<file path="config.mk">
export PLATFORM = sky130hd
export DESIGN_NAME = alu_resp_unit
export DESIGN_NICKNAME = d
export VERILOG_FILES = /design/src/rtl/alu_resp_unit.sv
export SDC_FILE = /design/constraint.sdc
export NUM_CORES = 1
export LEC_CHECK = 0
export ABC_CLOCK_PERIOD_IN_PS = 5900
export CAP_MARGIN = 15
export CORE_MARGIN = 4
export CORE_UTILIZATION = 46
export DETAILED_ROUTE_END_ITERATION = 8
export PLACE_DENSITY = 0.68
export SLEW_MARGIN = 10
export SYNTH_ARGS = -nofsm -noshare
export SYNTH_HDL_FRONTEND = slang
export SYNTH_SLANG_ARGS = --single-unit
export TNS_END_PERCENT = 1
</file>
<file path="constraint.sdc">
create_clock -name clk -period 5.9 [get_ports clk]
set_input_delay 1.18 -clock clk [delete_from_list [all_inputs] [get_ports clk]]
set_output_delay 1.18 -clock clk [all_outputs]
set_load 0.02 [all_outputs]
</file>
<file path="src/rtl/alu_resp_unit.sv">
// ALU responder: computes {result, zero} per accepted request and returns them in order through a small FIFO.
// Optional build macro ALU_RSP_CHECK_EN adds req_exp, rsp_err and err_cnt for on-chip result checking.
module alu_resp_unit #(
    parameter int DEPTH = 2,
    parameter int CNT_W = 11
) (
    input  logic             clk,
    input  logic             reset,
    input  logic             req_valid,
    output logic             req_ready,
    input  logic [3:0]       req_op,
    input  logic [31:0]      req_a,
    input  logic [31:0]      req_b,
`ifdef ALU_RSP_CHECK_EN
    input  logic [31:0]      req_exp,
    output logic             rsp_err,
    output logic [CNT_W-1:0] err_cnt,
`endif
    output logic             rsp_valid,
    input  logic             rsp_ready,
    output logic [31:0]      rsp_result,
    output logic             rsp_zero,
    output logic [CNT_W-1:0] rsp_cnt
);

    localparam int PTR_W = $clog2(DEPTH);
    localparam int CW    = PTR_W + 1;
    localparam logic [CW-1:0] FULL_CNT = CW'(DEPTH);
`ifdef ALU_RSP_CHECK_EN
    localparam int ENT_W = 65;
`else
    localparam int ENT_W = 33;
`endif

    typedef enum logic [1:0] {IDLE, BUSY, FULL} state_t;

    state_t           state;
    logic [PTR_W-1:0] wr_ptr;
    logic [PTR_W-1:0] rd_ptr;
    logic [CW-1:0]    count;
    logic [CW-1:0]    count_next;
    logic [ENT_W-1:0] mem [DEPTH];
    logic [ENT_W-1:0] last_q;
    logic [ENT_W-1:0] wr_entry;
    logic [ENT_W-1:0] head;
    logic [31:0]      alu_res;
    logic             alu_zero;
    logic             push;
    logic             pop;

    // ALU: undefined opcodes fall through to zero
    always_comb begin
        alu_res = '0;
        case (req_op)
            4'b0000: alu_res = req_a & req_b;
            4'b0001: alu_res = req_a | req_b;
            4'b0010: alu_res = req_a + req_b;
            4'b0011: alu_res = req_a ^ req_b;
            4'b0100: alu_res = ~(req_a | req_b);
            4'b1010: alu_res = req_a - req_b;
            4'b1011: alu_res = {31'b0, ($signed(req_a) < $signed(req_b))};
            default: alu_res = '0;
        endcase
    end

    assign alu_zero = (alu_res == 32'h0);

`ifdef ALU_RSP_CHECK_EN
    assign wr_entry = {req_exp, alu_zero, alu_res};
`else
    assign wr_entry = {alu_zero, alu_res};
`endif

    assign req_ready = (state != FULL);
    assign rsp_valid = (state != IDLE);
    assign push      = req_valid & req_ready;
    assign pop       = rsp_valid & rsp_ready;

    always_comb begin
        count_next = count;
        case ({push, pop})
            2'b10:   count_next = count + CW'(1);
            2'b01:   count_next = count - CW'(1);
            default: count_next = count;
        endcase
    end

    // NOTE: storage is not reset; pointers and state alone decide which entries are live.
    always_ff @(posedge clk) begin
        if (push) mem[wr_ptr] <= wr_entry;
    end

    // Empty FIFO presents the last popped entry rather than a stale slot.
    assign head       = mem[rd_ptr];
    assign rsp_result = (state == IDLE) ? last_q[31:0] : head[31:0];
    assign rsp_zero   = (state == IDLE) ? last_q[32]   : head[32];

`ifdef ALU_RSP_CHECK_EN
    logic [31:0] exp_head;
    assign exp_head = (state == IDLE) ? last_q[64:33] : head[64:33];
    assign rsp_err  = (rsp_result != exp_head) || (rsp_zero != (exp_head == 32'h0));

    always_ff @(posedge clk) begin
        if (reset)
            err_cnt <= '0;
        else if (pop && rsp_err)
            err_cnt <= err_cnt + CNT_W'(1);
    end
`endif

    // Status FSM plus pointers, occupancy and the consumed-response counter
    always_ff @(posedge clk) begin
        if (reset) begin
            state   <= IDLE;
            wr_ptr  <= '0;
            rd_ptr  <= '0;
            count   <= '0;
            rsp_cnt <= '0;
            last_q  <= ENT_W'(33'h1_0000_0000);
        end else begin
            if (push) wr_ptr <= wr_ptr + PTR_W'(1);
            if (pop) begin
                rd_ptr  <= rd_ptr + PTR_W'(1);
                rsp_cnt <= rsp_cnt + CNT_W'(1);
                last_q  <= head;
            end
            count <= count_next;
            if (count_next == '0)
                state <= IDLE;
            else if (count_next == FULL_CNT)
                state <= FULL;
            else
                state <= BUSY;
        end
    end

endmodule

</file>
# --- Word level (Yosys, flattened, before mapping) ---
# Memory sizes are Yosys's and may differ from the RTL's. A register that Yosys moved wholly into a read port is not among the register bits.
# Index checks and enable logic that the tools add are counted.
# W data, S select, Z words.
classes:
  addsub: 7
  order_cmp: 1
  eq_ne: 10
  mux: 9
  n_bitwise: 6
  n_reduce_logical: 6
ops:
  columns: ["cell", "n"]
  rows:
  - ["$pmux W32 S7", 1]
  - ["$add A32 B32 Y32", 1]
  - ["$and A32 B32 Y32", 1]
  - ["$logic_not A32 Y1", 1]
  - ["$lt A32 B32 Y1", 1]
  - ["$mux W32", 1]
  - ["$not A32 Y32", 1]
  - ["$or A32 B32 Y32", 1]
  - ["$sub A32 B32 Y32", 1]
  - ["$xor A32 B32 Y32", 1]
  - ["$add A11 B1 Y11 const B", 1]
  - ["$eq A4 B2 Y1 const B", 2]
  - ["$eq A4 B4 Y1 const B", 2]
  - ["$mux W1", 5]
  - ["$eq A2 B2 Y1 const B", 2]
  - ["$eq A4 B1 Y1 const B", 1]
  - ["$eq A4 B3 Y1 const B", 1]
  - ["$logic_not A2 Y1", 2]
  - ["$logic_not A4 Y1", 1]
  - ["$pmux W2 S2", 1]
  - ["$add A1 B1 Y1 const B", 2]
  - ["$add A2 B1 Y2 const B", 1]
  - ["$and A1 B1 Y1", 2]
  - ["$eq A2 B1 Y1 const B", 1]
  - ["5 further kinds", 5]
totals:
  register_bits: 50
  mem_bits_rw: 66
  input_bits: 72
  out_inout_bits: 46
  wordCells: 46
  memories: 1
mem_list:
  columns: ["memory", "depth", "width", "rd", "rd_clocked_by_memory_dff", "write_ports", "line_no", "rtl"]
  rows:
  - ["mem", 2, 33, 1, 1, 1, "42", "logic [ENT_W-1:0] mem [DEPTH];"]

# --- Depth between registers and ports, before layout ---
depth:
  depth_word: 6
  mapped_depth: 15
  depth_no_buf: 15

# --- Worst setup path after synthesis ---
# No wires, ideal clock.
synth_timing:
  path_kind: "input to register"
  start: "input port req_a[0]"
  end: "memory mem[0][32], data pin"
  setup_time_ns: 0.182
  arrival_ns: 3.901
  t_required_ns: 5.718
  slack_ns: 1.817
  path_stages: 14
  path_buffers: 0
  cell_sequence: "inv_1 -> ha_1 -> inv_1 -> fa_1 -> nand2b_4 -> a2111o_1 -> a21o_4 -> o2111a_1 -> or2_1 -> a221oi_2 -> a21oi_2 -> nor4_2 -> nand3_1 -> nor4_2"
synth_between:
  word_cells_on_any_way: 9
  cone_classes: "add/sub (2); order compare (1); mux (1); bitwise (4); reduce/logical (1)"
synth_rtl:
  columns: ["element", "line_no", "rtl"]
  rows:
  - ["start, declared", "12", "input logic [31:0] req_a,"]
  - ["$sub A32 B32 Y32 / $add A32 B32 Y32 (equally long branches)", "60, 57", null]
  - ["$pmux W32 S7 (*)", "54", "case (req_op)"]
  - ["named net alu_res[22]", "46", "logic [31:0] alu_res;"]
  - ["$logic_not A32 Y1 (*)", "66", "assign alu_zero = (alu_res == 32'h0);"]
  - ["named net alu_zero", "47", "logic alu_zero;"]
  - ["end, declared", "42", null]
# Mark *: on every way through the listed nets, which the timed path passes. The rest lies on a longest branch.

# --- Worst setup path after layout ---
layout_timing:
  start: "input port req_a[10]"
  end: "memory mem[0][32], data pin"
# Same word-level chain as after synthesis.

==> flow_summary.toml <==
[run_status]
outcome = "complete, no violations"

[placement]
numPortBuffers = 117
routabilityCongestion = 0.978
place_hpwl_um = 23900
placed_cell_area_um2 = 11600

[sta]
max_freq_mhz = 201
finalCriticalPeriod_ps = 4980
worst_pin_slew_ps = 1050
setup_tns_ps = 0
slew_viol_final = 0
clock-skew-final_ps = 7.92
finalSetupViolations = 0
rsz0062_at_grt = "false"
hold_viol = 0
min_period_over_period = 0.844
relSlewSlack = 0.299

[synth]
postSynth.asyncResetShare = 0
synth.yosys.warnings = 0
synth_top_family_by_area = "compound AO/OA/AOI/OAI gates"
yosysTopAreaCell = "edfxtp_1"
synth-main-ff-cell = "edfxtp_1"
post-synth-top-area-fraction = 0.193
synthTopCellsByArea = "edfxtp_1 19%, ha_1 12%, dfxtp_1 10%"
synth_common_cells = "179 x nor2_1, 103 x a21oi_1, 101 x ha_1"
synthAdderAreaFrac = 0.127
yosysSeqAreaShare = 0.293
syn_avg_cell_area_um2 = 8.10
synthSimpleGateAreaFrac = 0.202
syn_inst = 1265
ys_ff_latch = 117
synth-edff-count = 66
syn_area_um2 = 10300
synthXorXnorAreaFrac = 0.00940
synth_fp_nets = 1440
synth-compound-area-share = 0.260
synth_most_common_cell = "nor2_1"
synthMuxAreaShare = 0.0423
synth_cell_types = 93

[pwr]
peakVddDrop_mv = 0.250
switchingPower_w = 0.00157
p_sw_frac = 0.387
powerDensity_nw_per_um2 = 333
clockPowerShare = 0.242
comb_power_share = 0.474
internal_power_w = 0.00249
p_leak_nw = 4.91
p_total_w = 0.00405
pwr-share-seq = 0.285

[min_path]
hp-class = "reg2reg"

[grt]
grt_pass1_vias = 9175
antenna_found_initial = 0
gr-total-overflow = 0
grt_first_pass_wirelength_um = 48800
gr-usage-all-layers = 0.245
grt_max_degree = 69

[finish]
fin_util = 0.557
drive_above_1_share = 0.0613
n_antenna_cell = 0
fillers = 2075
syn2layout_area_growth_pct = 18.8
final_nets = 1517
final_cell_area_um2 = 12200

[critical_path]
cp.required_ps = 6100
crit_path_start_kind = "primary input"
path_cells = "clkdlybuf4s50_1, inv_1, ha_1, nor4_1, nand3_1, a21oi_1, o211ai_1, a31o_2, o21ai_0, mux2i_1, o2bb2ai_1, nor4_4, nand3_1, nor4_2"
crit_arrival_ps = 5180
crit_path_max_fanout = 14
critPathTopFamily = "simple AND/OR/NAND/NOR gates"
end_kind = "flip-flop"
crit_type = "in2reg"
r2r_slack_ps = 3130
critPathSlowestCell = "nor4_1"
cpMostUsedCell = "nand3_1"
max_stage_delay_ps = 610
crit_buf_inv = 2

[routing]
drtIter0Drc = 1013
antenna_left = 0
drt_wl_total_um = 31300
vias = 9863
vias_per_cell = 6.03
routedWlPerCell_um = 19.1
remaining_drc_errors = 0
first_pass_iters = 5

[floorplanning]
initial_utilization = 0.468
chipHeight_um = 157
core_area_um2 = 21900
die-area_um2 = 24700
core.rowCount = 54
pin_count = 118
die_x_um = 157

[cts]
clk_pin_slew_worst_paths_ps = 50
cts_setup_buffers = 0
insertion_delay_ps = 400
hold_buffers = 0
cts_tree = "built"
htree_levels = 4
root_buffer = "clkbuf_16"
cts_buffer_depth = 2
cts_buffers = 17
clkSinkCount = 117
ctsResizeCount = 0

[flow_run]
drv_cap = 0
## routing by layer
layer | GRT usage | share of wire | vias up
met5 | 0 | 0 | -
met4 | 0.0578 | 0.016 | 0
met3 | 0.0371 | 0.083 | 31
met2 | 0.391 | 0.45 | 450
met1 | 0.352 | 0.45 | 4607
li1 | - | - | 4775
## path summary, 6_finish.rpt
check / from / end / cells past startpoint
max reg2reg: state[1]$_SDFF_PP0_ / state[1]$_SDFF_PP0_ / 7
min: last_q[32]$_SDFFE_PP1P_ / last_q[32]$_SDFFE_PP1P_ / 1
max: req_a[10] / mem[0][32]$_DFFE_PP_ / 14
min reg2reg: last_q[32]$_SDFFE_PP1P_ / last_q[32]$_SDFFE_PP1P_ / 1
## per-stage QoR
step	hold slack, ps	setup WS (ps)	instances
after global routing	495	683	1635
after floorplan	436	1820	1265
after global placement	450	598	1603
after detailed placement	459	540	1603
after CTS	471	953	1635
final	470	921	1635
## cells by family after synthesis
family,Yosys count
flip-flops,117
AND/OR/NAND/NOR,433
multiplexers,43
XOR/XNOR,11
adder cells (fa/ha/maj),103
AO/OA/AOI/OAI,385
buffers and inverters,173
## registers in the layout (all words and copies together), names as in the netlist, named ones only
register  cells
mem          66
rsp_cnt      11
rd_ptr        1
count         2
wr_ptr        1
state         2
last_q       33
## power by group through the flow
stage	sequential, W	clock, W	combinational (W)
after floorplan	0.00112	0	0.00123
after global placement	0.00116	0	0.00189
after detailed placement	0.00117	0	0.00191
after CTS	0.00116	0.000996	0.00192
after global routing	0.00117	0.00103	0.00209
final	0.00115	0.000979	0.00192
## worst register-to-register path, delay by kind of cell, from the launching register on
family          cells  cell delay, ps
compound gates      1             190
buf+inv             1             440
flops               1             320
fa+ha+maj           1             360
simple gates        4            1390
## cell type report
cell class / count / area, um^2 / area share
sequential: 117 / 3000 / 0.247
timing repair buffer: 135 / 1310 / 0.107
multi-input combinational: 975 / 6570 / 0.539
inverter: 96 / 360 / 0.0296
tap: 280 / 350 / 0.0288
clock buffer: 26 / 552 / 0.0453
clock inverter: 6 / 37.5 / 0.00308
## cell usage in the layout (no fill, tap or decap), drive strengths merged, types with 12 or more instances in the layout
master and instances:
a211oi 44, o21a 12, a21o 14, clkbuf 26, dfxtp 51, clkdlybuf4s50 117
mux2i 40, nor2 179, o21ai 54, edfxtp 66, o211ai 18, inv 97
buf 18, nor3 19, a31oi 14, nand3 29, nand2b 16, a221oi 16
ha 101, and3 13, a21oi 105, or3 17, nor4 13, nand2 89
Power figures use the tool's default switching activity.
